## src/rtl/uart_tx_arbiter_if.sv

```systemverilog
`timescale 1ns/1ps
// ---------------------------------------------------------------------------
// uart_tx_arbiter_if
// Bundles every non-clock signal of the UART transmit arbiter.
//
// The "slave" modport is the arbiter itself. The "master" modport is its
// environment: the requesters together with the downstream UART controller.
//
//   req               master->slave  per-requester request level
//   req_data          master->slave  per-requester word, requester i at
//                                    [i*BYTES*8 +: BYTES*8]
//   ctrl_tx_busy      master->slave  controller busy flag (tx_busy_total)
//   grant_ack         slave->master  one-cycle pulse, word of requester i latched
//   tx_done           slave->master  one-cycle pulse, word of requester i sent
//   tx_err            slave->master  one-cycle pulse, controller never went busy
//   ctrl_data_to_send slave->master  latched word driven to the controller
//   ctrl_start_tx     slave->master  one-cycle start pulse to the controller
//   arb_busy          slave->master  arbiter is not idle
//   last_grant        slave->master  index of the most recent grant
// ---------------------------------------------------------------------------
interface uart_tx_arbiter_if #(
    parameter int N_REQ = 4,
    parameter int BYTES = 2
);
    localparam int LG_W = (N_REQ > 1) ? $clog2(N_REQ) : 1;

    logic [N_REQ-1:0]         req;
    logic [N_REQ*BYTES*8-1:0] req_data;
    logic                     ctrl_tx_busy;
    logic [N_REQ-1:0]         grant_ack;
    logic [N_REQ-1:0]         tx_done;
    logic [N_REQ-1:0]         tx_err;
    logic [BYTES*8-1:0]       ctrl_data_to_send;
    logic                     ctrl_start_tx;
    logic                     arb_busy;
    logic [LG_W-1:0]          last_grant;

    modport master (
        output req, req_data, ctrl_tx_busy,
        input  grant_ack, tx_done, tx_err, ctrl_data_to_send,
               ctrl_start_tx, arb_busy, last_grant
    );

    modport slave (
        input  req, req_data, ctrl_tx_busy,
        output grant_ack, tx_done, tx_err, ctrl_data_to_send,
               ctrl_start_tx, arb_busy, last_grant
    );
endinterface

```

## src/rtl/uart_tx_arbiter.sv

```systemverilog
`timescale 1ns/1ps
// ---------------------------------------------------------------------------
// uart_tx_arbiter
// Round-robin arbiter sharing one multi-byte UART transmit controller among
// N_REQ requesters. A granted requester's word is latched and handed to the
// controller together with a one-cycle start pulse; the arbiter then follows
// the controller's busy flag and reports completion (tx_done) or a timeout
// (tx_err, controller never went busy) back to the granted requester.
//
// Ports:
//   clk    rising-edge system clock
//   reset  synchronous, active-high reset
//   bus    uart_tx_arbiter_if.slave (requester and controller signals)
//
// Parameters:
//   N_REQ    number of requesters (>= 2)
//   BYTES    word width in bytes, equal to the controller's width
//   TIMEOUT  cycles allowed for the busy flag to rise after start (>= 2)
// ---------------------------------------------------------------------------
module uart_tx_arbiter #(
    parameter int N_REQ   = 4,
    parameter int BYTES   = 2,
    parameter int TIMEOUT = 15
) (
    input  logic                clk,
    input  logic                reset,
    uart_tx_arbiter_if.slave    bus
);
    localparam int W    = BYTES * 8;
    localparam int LG_W = (N_REQ > 1) ? $clog2(N_REQ) : 1;
    localparam int TW   = $clog2(TIMEOUT + 1);

    localparam logic [N_REQ-1:0] ONE_HOT_0 = {{(N_REQ-1){1'b0}}, 1'b1};
    localparam logic [LG_W-1:0]  LAST_IDX  = LG_W'(N_REQ - 1);
    localparam logic [TW-1:0]    TIMER_END = TW'(TIMEOUT - 1);

    typedef enum logic [1:0] {
        ST_IDLE      = 2'd0,
        ST_WAIT_BUSY = 2'd1,
        ST_WAIT_DONE = 2'd2
    } state_t;

    state_t            state_r;
    logic [TW-1:0]     timer_r;
    logic [LG_W-1:0]   last_grant_r;
    logic [N_REQ-1:0]  grant_ack_r;
    logic [N_REQ-1:0]  tx_done_r;
    logic [N_REQ-1:0]  tx_err_r;
    logic [W-1:0]      data_r;
    logic              start_r;
    logic              arb_busy_r;

    logic              pick_valid_s;
    logic [LG_W-1:0]   pick_idx_s;
    logic [LG_W-1:0]   cand_s;
    logic [W-1:0]      data_sel_s;

    // Round-robin search: walk from the farthest candidate back to the one
    // just after last_grant so that the nearest requesting index wins.
    always_comb begin
        pick_valid_s = 1'b0;
        pick_idx_s   = '0;
        cand_s       = '0;
        for (int off = N_REQ; off >= 1; off--) begin
            cand_s       = LG_W'((int'(last_grant_r) + off) % N_REQ);
            pick_valid_s = bus.req[cand_s] ? 1'b1 : pick_valid_s;
            pick_idx_s   = bus.req[cand_s] ? cand_s : pick_idx_s;
        end
    end

    // Word of the selected requester, ready to be latched on the grant edge.
    always_comb begin
        data_sel_s = '0;
        for (int i = 0; i < N_REQ; i++) begin
            data_sel_s = (pick_idx_s == LG_W'(i)) ? bus.req_data[i*W +: W] : data_sel_s;
        end
    end

    // Arbitration FSM; every output is a register updated here.
    always_ff @(posedge clk) begin
        if (reset) begin
            state_r      <= ST_IDLE;
            timer_r      <= '0;
            last_grant_r <= LAST_IDX;
            grant_ack_r  <= '0;
            tx_done_r    <= '0;
            tx_err_r     <= '0;
            data_r       <= '0;
            start_r      <= 1'b0;
            arb_busy_r   <= 1'b0;
        end else begin
            // Pulses default low; the state below raises at most one of them.
            grant_ack_r <= '0;
            tx_done_r   <= '0;
            tx_err_r    <= '0;
            start_r     <= 1'b0;
            case (state_r)
                ST_IDLE: begin
                    // ctrl_tx_busy is deliberately not consulted here.
                    if (pick_valid_s) begin
                        data_r       <= data_sel_s;
                        last_grant_r <= pick_idx_s;
                        grant_ack_r  <= ONE_HOT_0 << pick_idx_s;
                        start_r      <= 1'b1;
                        timer_r      <= '0;
                        state_r      <= ST_WAIT_BUSY;
                        arb_busy_r   <= 1'b1;
                    end else begin
                        state_r      <= ST_IDLE;
                        arb_busy_r   <= 1'b0;
                    end
                end
                ST_WAIT_BUSY: begin
                    if (bus.ctrl_tx_busy) begin
                        state_r    <= ST_WAIT_DONE;
                        arb_busy_r <= 1'b1;
                    end else if (timer_r == TIMER_END) begin
                        // The last allowed cycle passed with busy still low.
                        tx_err_r   <= ONE_HOT_0 << last_grant_r;
                        state_r    <= ST_IDLE;
                        arb_busy_r <= 1'b0;
                    end else begin
                        // Leaving at TIMER_END keeps the timer from wrapping.
                        timer_r    <= timer_r + TW'(1);
                        arb_busy_r <= 1'b1;
                    end
                end
                ST_WAIT_DONE: begin
                    if (!bus.ctrl_tx_busy) begin
                        tx_done_r  <= ONE_HOT_0 << last_grant_r;
                        state_r    <= ST_IDLE;
                        arb_busy_r <= 1'b0;
                    end else begin
                        state_r    <= ST_WAIT_DONE;
                        arb_busy_r <= 1'b1;
                    end
                end
                default: begin
                    state_r    <= ST_IDLE;
                    arb_busy_r <= 1'b0;
                end
            endcase
        end
    end

    assign bus.grant_ack         = grant_ack_r;
    assign bus.tx_done           = tx_done_r;
    assign bus.tx_err            = tx_err_r;
    assign bus.ctrl_data_to_send = data_r;
    assign bus.ctrl_start_tx     = start_r;
    assign bus.arb_busy          = arb_busy_r;
    assign bus.last_grant        = last_grant_r;

endmodule

```

## src/flat_wrapper.sv

```systemverilog
// flat-port wrapper written by rule: the top's interface ports become plain ports
module uart_tx_arbiter_flat 
#(
    parameter int N_REQ   = 4,
    parameter int BYTES   = 2,
    parameter int TIMEOUT = 15
)
  (clk, reset, bus_req, bus_req_data, bus_ctrl_tx_busy, bus_grant_ack, bus_tx_done, bus_tx_err, bus_ctrl_data_to_send, bus_ctrl_start_tx, bus_arb_busy, bus_last_grant);
  uart_tx_arbiter_if #(.N_REQ(N_REQ), .BYTES(BYTES)) bus_i ();
  input  logic clk;
  input  logic reset;
  input wire logic [$bits(bus_i.req)-1:0] bus_req;
  input wire logic [$bits(bus_i.req_data)-1:0] bus_req_data;
  input wire logic [$bits(bus_i.ctrl_tx_busy)-1:0] bus_ctrl_tx_busy;
  output wire logic [$bits(bus_i.grant_ack)-1:0] bus_grant_ack;
  output wire logic [$bits(bus_i.tx_done)-1:0] bus_tx_done;
  output wire logic [$bits(bus_i.tx_err)-1:0] bus_tx_err;
  output wire logic [$bits(bus_i.ctrl_data_to_send)-1:0] bus_ctrl_data_to_send;
  output wire logic [$bits(bus_i.ctrl_start_tx)-1:0] bus_ctrl_start_tx;
  output wire logic [$bits(bus_i.arb_busy)-1:0] bus_arb_busy;
  output wire logic [$bits(bus_i.last_grant)-1:0] bus_last_grant;
  assign bus_i.req = bus_req;
  assign bus_i.req_data = bus_req_data;
  assign bus_i.ctrl_tx_busy = bus_ctrl_tx_busy;
  assign bus_grant_ack = bus_i.grant_ack;
  assign bus_tx_done = bus_i.tx_done;
  assign bus_tx_err = bus_i.tx_err;
  assign bus_ctrl_data_to_send = bus_i.ctrl_data_to_send;
  assign bus_ctrl_start_tx = bus_i.ctrl_start_tx;
  assign bus_arb_busy = bus_i.arb_busy;
  assign bus_last_grant = bus_i.last_grant;
  uart_tx_arbiter #(.N_REQ(N_REQ), .BYTES(BYTES), .TIMEOUT(TIMEOUT)) u_core (.clk(clk), .reset(reset), .bus(bus_i));
endmodule
```

## config.mk

```make
export PLATFORM = sky130hd
export DESIGN_NAME = uart_tx_arbiter_flat
export DESIGN_NICKNAME = d
export VERILOG_FILES = /design/src/rtl/uart_tx_arbiter_if.sv /design/src/rtl/uart_tx_arbiter.sv /design/src/flat_wrapper.sv
export SDC_FILE = /design/constraint.sdc
export NUM_CORES = 1
export LEC_CHECK = 0
export CAP_MARGIN = 20
export CORE_MARGIN = 2
export CORE_UTILIZATION = 40
export CTS_CLUSTER_SIZE = 10
export DETAILED_ROUTE_END_ITERATION = 16
export PLACE_DENSITY = 0.84
export SLEW_MARGIN = 10
export SYNTH_ARGS = -nofsm -noshare
export SYNTH_HDL_FRONTEND = slang
export SYNTH_SLANG_ARGS = --single-unit
export TNS_END_PERCENT = 50
```

## constraint.sdc

```tcl
create_clock -name clk -period 3.16 [get_ports clk]
set_input_delay 0.474 -clock clk [delete_from_list [all_inputs] [get_ports clk]]
set_output_delay 0.474 -clock clk [all_outputs]
set_load 0.03 [all_outputs]
```

; ---- Word-level counts from Yosys, hierarchy flattened
; Index checks and enable logic that the tools add are counted.
[totals]
register_bits = 38
out_inout_bits = 32
inputBits = 71
elab_cells = 78
[op_classes]
addsub = 5
bitwise = 5
n_lt_le_gt_ge = 4
reduce_logical = 9
n_eq_ne = 10
shift = 2
muxes = 34
[ops]
columns = op, n
row1 = 2-to-1 mux 16 bit, 4
row2 = 2-to-1 mux 2 bit, 7
row3 = 2-to-1 mux 1 bit, 13
row4 = less-than comparator 2 x 3 -> 1 bit (second input constant), 4
row5 = 2-to-1 mux 4 bit, 3
row6 = binary-select mux 1 bit (select 2 bit), 4
row7 = case mux 4 bit (2 select lines), 1
row8 = << shifter 1 x 2 -> 4 bit (first input constant), 2
row9 = == test 2 bit (second input constant), 3
row10 = case mux 2 bit (3 select lines), 1
row11 = OR reduction 3 bit, 2
row12 = inverter 1 bit, 5
row13 = adder 2 x 1 -> 2 bit (second input constant), 2
row14 = adder 2 bit (second input constant), 2
row15 = adder 4 x 1 -> 4 bit (second input constant), 1
row16 = == test 2 x 1 -> 1 bit (second input constant), 2
row17 = == test 4 bit (second input constant), 1
row18 = zero test 2 bit, 2
row19 = != test 2 bit (second input constant), 2
row20 = AND reduction 4 bit, 1
row21 = OR reduction 4 bit, 1
row22 = != test 3 x 2 -> 1 bit (second input constant), 1
row23 = case mux 1 bit (3 select lines), 1
row24 = != test 2 x 1 -> 1 bit (second input constant), 1
row25 = other kinds (3), 3

; ---- Depth between registers and ports, before layout
; Gate-level depths: netlist of run 1.
[depth]
word_depth = 12
depth_mapped = 10
ltp_nobuf = 7

; ---- Worst setup path before layout of run 1
; Ideal clock, no wire load.
[synth_timing]
path_kind = reg2reg
startpoint = register u_core.last_grant_r[0] (netlist: u_core.bus.last_grant[0])
endpoint = register u_core.data_r[6] (netlist: u_core.bus.ctrl_data_to_send[6])
path_slack_ns = 0.673
t_required_ns = 3.073
path_stages_with_launch = 11
arrival_ns = 2.400
setup_time_ns = 0.087
cell_sequence = dfxtp_1 > buf_6 > inv_1 > ha_1 > or3b_2 > o311ai_2 > a221o_2 > buf_4 > buf_6 > a211oi_2 > o31ai_1
[synth_via]
elab_chain_cells = 12
word_cells_on_any_way = 29
cone_classes = add/sub (4) / eq/ne (3) / mux (20) / reduce/logical (2)
[synth_rtl]
columns = element, line_no
row1 = from (decl), uart_tx_arbiter.sv:45  ; logic [LG_W-1:0] last_grant_r;
row2 = from (signal assigned), uart_tx_arbiter.sv:102  ; last_grant_r <= pick_idx_s;
row3 = adder 2 x 1 -> 2 bit, uart_tx_arbiter.sv:65  ; cand_s = LG_W'((int'(last_grant_r) + off) % N_REQ);
row4 = binary-select mux 1 bit (select 2 bit), "uart_tx_arbiter.sv:66, uart_tx_arbiter.sv:67"
row5 = 2-to-1 mux 1 bit (implied by the code), "uart_tx_arbiter.sv:66, uart_tx_arbiter.sv:67"
row6 = 2-to-1 mux 2 bit (4 in series), uart_tx_arbiter.sv:67  ; pick_idx_s = bus.req[cand_s] ? cand_s : pick_idx_s;
row7 = zero test 2 bit, uart_tx_arbiter.sv:75  ; data_sel_s = (pick_idx_s == LG_W'(i)) ? bus.req_data[i*W +: W] : data_sel_s;
row8 = 2-to-1 mux 16 bit (4 in series), uart_tx_arbiter.sv:75
row9 = to (signal assigned), uart_tx_arbiter.sv:101  ; data_r <= data_sel_s;
row10 = to (decl), uart_tx_arbiter.sv:49  ; logic [W-1:0] data_r;
; Parallel ways exist; a longest one is shown, timed or not. The select of a mux whose other input is x is not followed.
; A chain may end at the register's enable or synchronous reset.

; ---- Final worst setup path of run 1
[layout_timing]
startpoint = input bus_req[0]
endpoint = register u_core.data_r[12] (netlist: u_core.bus.ctrl_data_to_send[12])
[layout_via]
elab_chain_cells = 11
word_cells_on_any_way = 25
cone_classes = eq/ne (3) / mux (20) / reduce/logical (2)
[layout_rtl]
columns = element, line_no
row1 = from (decl), flat_wrapper.sv:12  ; input wire logic [$bits(bus_i.req)-1:0] bus_req;
row2 = binary-select mux 1 bit (select 2 bit), "uart_tx_arbiter.sv:66, uart_tx_arbiter.sv:67"
row3 = 2-to-1 mux 1 bit (implied by the code), "uart_tx_arbiter.sv:66, uart_tx_arbiter.sv:67"
row4 = 2-to-1 mux 2 bit (4 in series), uart_tx_arbiter.sv:67
row5 = zero test 2 bit, uart_tx_arbiter.sv:75
row6 = 2-to-1 mux 16 bit (4 in series), uart_tx_arbiter.sv:75
; Parallel ways exist; a longest one is shown, timed or not. The select of a mux whose other input is x is not followed.

==> results of run 1 <==
## registers in the layout, summed over array words and instances, names as in the netlist
signal and flops:
u_core.bus.ctrl_data_to_send 16, u_core.bus.last_grant 2, u_core.timer_r 4, u_core.bus.arb_busy 1, u_core.bus.ctrl_start_tx 1, u_core.bus.grant_ack 4
u_core.bus.tx_err 4, u_core.bus.tx_done 4, u_core.state_r 2
## cells by family (layout without fill, tap and decap cells)
| kind of cell | after synthesis | after routing | share of synthesized area, % |
|---|---|---|---|
| DFF | 38 | 38 | 33.6 |
| muxes | 4 | 4 | 1.88 |
| and+or+nand+nor | 98 | 98 | 24.1 |
| AOI/OAI and AO/OA | 71 | 71 | 28.0 |
| buffers and inverters | 27 | 124 | 6.86 |
| adders and majority gates | 10 | 10 | 5.53 |
## worst reg2reg max path: stages, from the launching register on
cell and delay, ps:
dfxtp_1 330, inv_1 100, ha_1 390, a211o_1 660, nand2_1 210, buf_12 240
a211oi_1 330, o31ai_2 100
## power groups by stage
| stage | registers (W) | logic, W | clock network, W |
|---|---|---|---|
| floorplan | 0.000783 | 0.000581 | 0 |
| global route | 0.000619 | 0.00119 | 0.000381 |
| CTS | 0.000609 | 0.00111 | 0.000356 |
| finish | 0.000609 | 0.00110 | 0.000349 |
| global placement | 0.000618 | 0.00108 | 0 |
| detailed placement | 0.000620 | 0.00110 | 0 |
## layout by cell type, fill, tap and decap left out, drive strengths merged, types with 7 or more instances in the layout
| master | count |
|---|---|
| nor2 | 12 |
| a211oi | 32 |
| a21oi | 7 |
| inv | 8 |
| ha | 10 |
| and3 | 40 |
| clkbuf | 7 |
| dfxtp | 38 |
| nand2 | 23 |
| o31ai | 16 |
| clkdlybuf4s50 | 102 |
## layout make-up
| type | instances | area, um^2 | share of cell area (%) |
|---|---|---|---|
| clock buffer | 7 | 86.3 | 2.54 |
| inverter | 8 | 30.0 | 0.884 |
| multi-input combinational | 183 | 1350 | 39.6 |
| timing repair buffer | 108 | 1080 | 31.7 |
| tap | 72 | 90.1 | 2.65 |
| sequential | 38 | 761 | 22.4 |
| clock inverter | 1 | 5.00 | 0.147 |
## path summary, 6_finish.rpt
kind | start | slack [ps] | endpoint | cells after the start
worst min register to register | u_core.bus.ctrl_data_to_send[1]$_SDFFE_PP0P_ | 460 | u_core.bus.ctrl_data_to_send[1]$_SDFFE_PP0P_ | 2
worst max register to register | u_core.bus.last_grant[1]$_SDFFE_PP1P_ | 680 | u_core.bus.ctrl_data_to_send[12]$_SDFFE_PP0P_ | 7
worst min-delay path | u_core.bus.ctrl_data_to_send[1]$_SDFFE_PP0P_ | 460 | u_core.bus.ctrl_data_to_send[1]$_SDFFE_PP0P_ | 2
worst max-delay path | bus_req[0] | 540 | u_core.bus.ctrl_data_to_send[12]$_SDFFE_PP0P_ | 7
## layer usage
metal,vias up,GRT usage [%],wire length [um]
li1,1115,-,-
met1,1033,22.7,2540
met2,61,34.8,3180
met3,13,4.09,274
met4,0,8.62,147
met5,-,0,0
## through the flow
step / instance area (um^2) / total power, W
detailed placement: 3310 / 0.00172
global placement: 3310 / 0.00170
floorplan: 2260 / 0.00136
finish: 3400 / 0.00206
CTS: 3400 / 0.00207
global route: 3400 / 0.00219
==> results.md, run 1 <==
* Hold_ws at 460 ps
* Total congestion overflow at 0
* Status: completed
* Initial drt markers at 108
* CTS Buf Count at 5
* CTS clock-pin slew for the worst setup and hold paths at 80 ps
* All-Layer GR Usage at 19.7%
* Layout Utilization at 62.1%
* CTS resizes at 0
* Mean Syn Cell Area at 9.12 um^2
* Via count at 2222
* First-pass DRT Iterations at 4
* Yosys top cell by area: dfxtp_1
* Count of cell types in the netlist at 42
* Placed Instances at 409
* Ys Warns at 0
* CP Capture Type: register
* Initial Utilization at 41.3%
* Global-route wire length before repair at 9670 um
* Die width at 79.2 um
* Clock share of power at 16.9%
* WL final at 6150 um
* Nets@finish at 425
* Vias in the first global route at 2085
* Fmax at 382 MHz
* Maximum vdd drop at 0.263 mV
* # fillers at 475
* Switching share of total power at 41.0%
* Setup Fix Bufs, Post-CTS at 0
* Unrepaired setup endpoints after global routing: no
* Gate Count Post-Synth at 248
* Logic pwr share at 53.5%
* Root Driver: clkbuf_8
* Number of synthesized flops with an enable pin at 0
* CP top delay family: compound AO/OA/AOI/OAI gates
* Sink Count at 38
* Layout cells sized above 1 at 12.5%
* Crit path max fanout at 37
* Critical path's slowest cell: a211o_1
* Worst min path class: register to register
* Post-CTS Hold Fix Bufs at 0
* Final setup fails at 0
* Int Pwr at 0.00121 W
* Seq cells post-synth at 38
* Final min period at 2620 ps
* Die Ht at 79.2 um
* CTS tree: done
* Post-Place Worst Slack at 264 ps
* DRC violations left at 0
* Clock latency on the worst-skew pair at 290 ps
* Sequential power share at 29.5%
* Most area-consuming cells after synthesis: dfxtp_1 (34%), and3_1 (11%), a211oi_1 (8.0%)
* Area Growth Syn to Fin at 50.2%
* Post-DRT Antenna Nets at 0
* Core area at 0.00547 mm^2
* Worst-path cell chain: clkdlybuf4s50_1, mux2i_1, a211o_1, nand2_1, buf_12, a211oi_1, o31ai_2
* Synthesized cell area at 0.00226 mm^2
* DP HPWL at 4550 um
* Ys async rst share at 0%
* Arrival time of the worst setup path at 2790 ps
* Tcrit/Tclk final at 82.9%
* Global placement routability congestion at 0.835
* Final setup skew at 5.92 ps
* Slack of the critical path at 541 ps
* Buffers and inverters on the worst path at 2
* Cell Pwr Density at 606 mW/mm^2
* Worst-case clock buffer depth at 2
* CP Class: input port to register
* Initial antenna violation count at 0
* Syn Nets at 329
* Area share of the largest cell type after synthesis at 33.6%
* Post-synth top cells: and3_1 (39), dfxtp_1 (38), a211oi_1 (24)
* Slew margin rel. at 46.3%
* Final std cells w/o fill at 417
* Primary FF master, synth: dfxtp_1
* Drt wl/cell at 14.7 um
* Port bufs at 102
* Total negative slack at 0 ps
* Register area share after synthesis at 33.6%
* Vias per cell at 5.33
* Die area at 0.00627 mm^2
* Num rows at 27
* Final hold violations at 0
* Max-Cap Viols at 0
* Static leakage at 1.39 nW
* Max H-tree Level at 2
* P_sw at 0.000845 W
* Crit path largest cell delay at 670 ps
* Largest net degree at the start of global routing at 38
* Crit start category: input port
* Final Max Slew Viols at 0
* Count leader, synth: and3_1
* Top Ports at 103
* Worst-Margin Slew at 805 ps
* Critical Path RT at 3330 ps
* N_diodes at 0
Power figures use the tool's default switching activity.
==> run 2, diff against run 1 <==
clock period = 2.7 ns   (was 3.16 ns; I/O delays follow)
==> run 2 against run 1 <==
Flip-flop and latch count unchanged. Via count is 1.3% higher. First-iteration DRC count increased by 65%. Worst hold slack got worse by 4.1 ps. Largest power group unchanged.
==> results.md, run 2 (same netlist as run 1, synthesis figures left out) <==
* Status: completed
* Crit path largest cell delay at 540 ps (-130 ps)
* Sink Count at 38 (unchanged)
* Arrival time of the worst setup path at 2400 ps (-390 ps)
* Max H-tree Level at 2 (unchanged)
* Final std cells w/o fill at 420 (+0.72%)
* Vias in the first global route at 2121 (+1.7%)
* Worst min path class: register to register
* Final setup fails at 0 (unchanged)
* Drt wl/cell at 14.7 um (-0.25%)
* Max-Cap Viols at 0 (unchanged)
* Most frequent cells in the layout: clkdlybuf4s50_1 (102), and3_1 (39), dfxtp_1 (38), a211oi_1 (24), nand2_1 (23)
* Post-CTS Hold Fix Bufs at 0 (unchanged)
* CTS resizes at 0 (unchanged)
* Crit path max fanout at 18 (-51%)
* Nets@finish at 429 (+0.94%)
* Via count at 2250 (+1.3%)
* Initial antenna violation count at 0 (unchanged)
* Die width at 79.2 um (unchanged)
* Top Ports at 103 (unchanged)
* Final hold violations at 0 (unchanged)
* Port bufs at 102 (unchanged)
* Largest net degree at the start of global routing at 38 (unchanged)
* Global-route wire length before repair at 9630 um (-0.42%)
* Fmax at 445 MHz
* Maximum vdd drop at 0.308 mV (+17%)
* Critical path's slowest cell: clkdlybuf4s50_1
* Clock latency on the worst-skew pair at 290 ps (about the same)
* Post-DP Area at 0.00336 mm^2 (+1.7%)
* Post-route cell area at 0.00344 mm^2 (+1.3%)
* CTS tree: done
* Final min period at 2250 ps
* Total Power at 0.00244 W (+18%)
* Placed Instances at 413 (+0.98%)
* N_diodes at 0 (unchanged)
* Critical Path RT at 2860 ps (-470 ps)
* Num rows at 27 (unchanged)
* Core area at 0.00547 mm^2 (unchanged)
* Hold_ws at 456 ps (-4.11 ps)
* Unrepaired setup endpoints after global routing: no
* Vias per cell at 5.36 (+0.54%)
* Root Driver: clkbuf_8
* All-Layer GR Usage at 19.4% (-0.21 points)
* DRC violations left at 0 (unchanged)
* CTS clock-pin slew for the worst setup and hold paths at 70 ps (about the same)
* Layout cells sized above 1 at 13.5% (+1.0 points)
* Worst-Margin Slew at 512 ps (-293 ps)
* CTS Buf Count at 5 (unchanged)
* Worst-path cell chain: clkdlybuf4s50_1, nor4b_1, a311o_1, a221o_2, buf_12, a211oi_1, o31ai_1
* Post-DRT Antenna Nets at 0 (unchanged)
* CP Capture Type: register
* Initial Utilization at 41.3% (unchanged)
* Area Growth Syn to Fin at 52.0%
* Die area at 0.00627 mm^2 (unchanged)
* Max FFs per register at 16 (unchanged)
* Setup Fix Bufs, Post-CTS at 0 (unchanged)
* Final Max Slew Viols at 0 (unchanged)
* Total congestion overflow at 0 (unchanged)
* Global placement routability congestion at 0.897 (+7.4%)
* Slew margin rel. at 65.5% (+19 points)
* Final setup skew at 6.10 ps (+0.182 ps)
* Crit start category: input port
* Most common cell after layout, fill and taps aside: clkdlybuf4s50_1
* DP HPWL at 4610 um (+1.3%)
* Worst-case clock buffer depth at 2 (unchanged)
* Total negative slack at 0 ps (unchanged)
* CP Class: input port to register
* Cell Pwr Density at 709 mW/mm^2 (+17%)
* Initial drt markers at 178 (+65%)
* Tcrit/Tclk final at 83.2%
* WL final at 6180 um (+0.47%)
* Die Ht at 79.2 um (unchanged)
* Static leakage at 1.42 nW (+1.7%)
* First-pass DRT Iterations at 4 (unchanged)
[run 2: cell count changes in the layout (fill, tap and decap cells not counted), sizes merged]
cell    change
buf         +4
clkbuf      -2
clkinv      +1
[run 2: worst max-delay path: cells and delay by family]
kind	cells	cell delay [ps]
AND/OR/NAND/NOR	1	210
buffers and inverters	2	700
AO/OA/AOI/OAI	4	1070
[run 2: path summary, 6_finish.rpt]
kind | start | slack (ps) | depth (start not counted) | end
worst max-delay path | bus_req[3] | 450 | 7 | u_core.bus.ctrl_data_to_send[5]$_SDFFE_PP0P_
worst min-delay path | u_core.bus.ctrl_data_to_send[6]$_SDFFE_PP0P_ | 460 | 2 | u_core.bus.ctrl_data_to_send[6]$_SDFFE_PP0P_
worst max register to register | u_core.bus.last_grant[1]$_SDFFE_PP1P_ | 510 | 8 | u_core.bus.ctrl_data_to_send[14]$_SDFFE_PP0P_
worst min register to register | u_core.bus.ctrl_data_to_send[6]$_SDFFE_PP0P_ | 460 | 2 | u_core.bus.ctrl_data_to_send[6]$_SDFFE_PP0P_
[run 2: per-layer routing]
metal	GRT usage [%]	routed length, um
met3	3.98	241
met1	22.7	2620
met5	0	0
met4	6.90	95
met2	35.0	3220
[run 2: metrics by stage]
step	setup slack (ps)	utilization, %
after floorplan	213	-
after global placement	238	61.4
after detailed placement	152	61.4
after CTS	461	62.8
after global routing	371	62.8
final	454	62.8
[run 2: power breakdown]
part	internal [W]	leakage (nW)	total, W	switching (W)
logic	0.000607	1.06	0.00136	0.000755
clock network	0.000173	0.0438	0.000363	0.000190
registers	0.000663	0.312	0.000715	0.0000521
[run 2: final cells by class]
cell class,count,area (um^2)
Clock buffer,5,68.8
Clock inverter,2,10.0
Fill cell,460,2030
Inverter,8,30.0
Multi-Input combinational cell,183,1350
Sequential cell,38,761
Tap cell,72,90.1
Timing Repair Buffer,112,1130
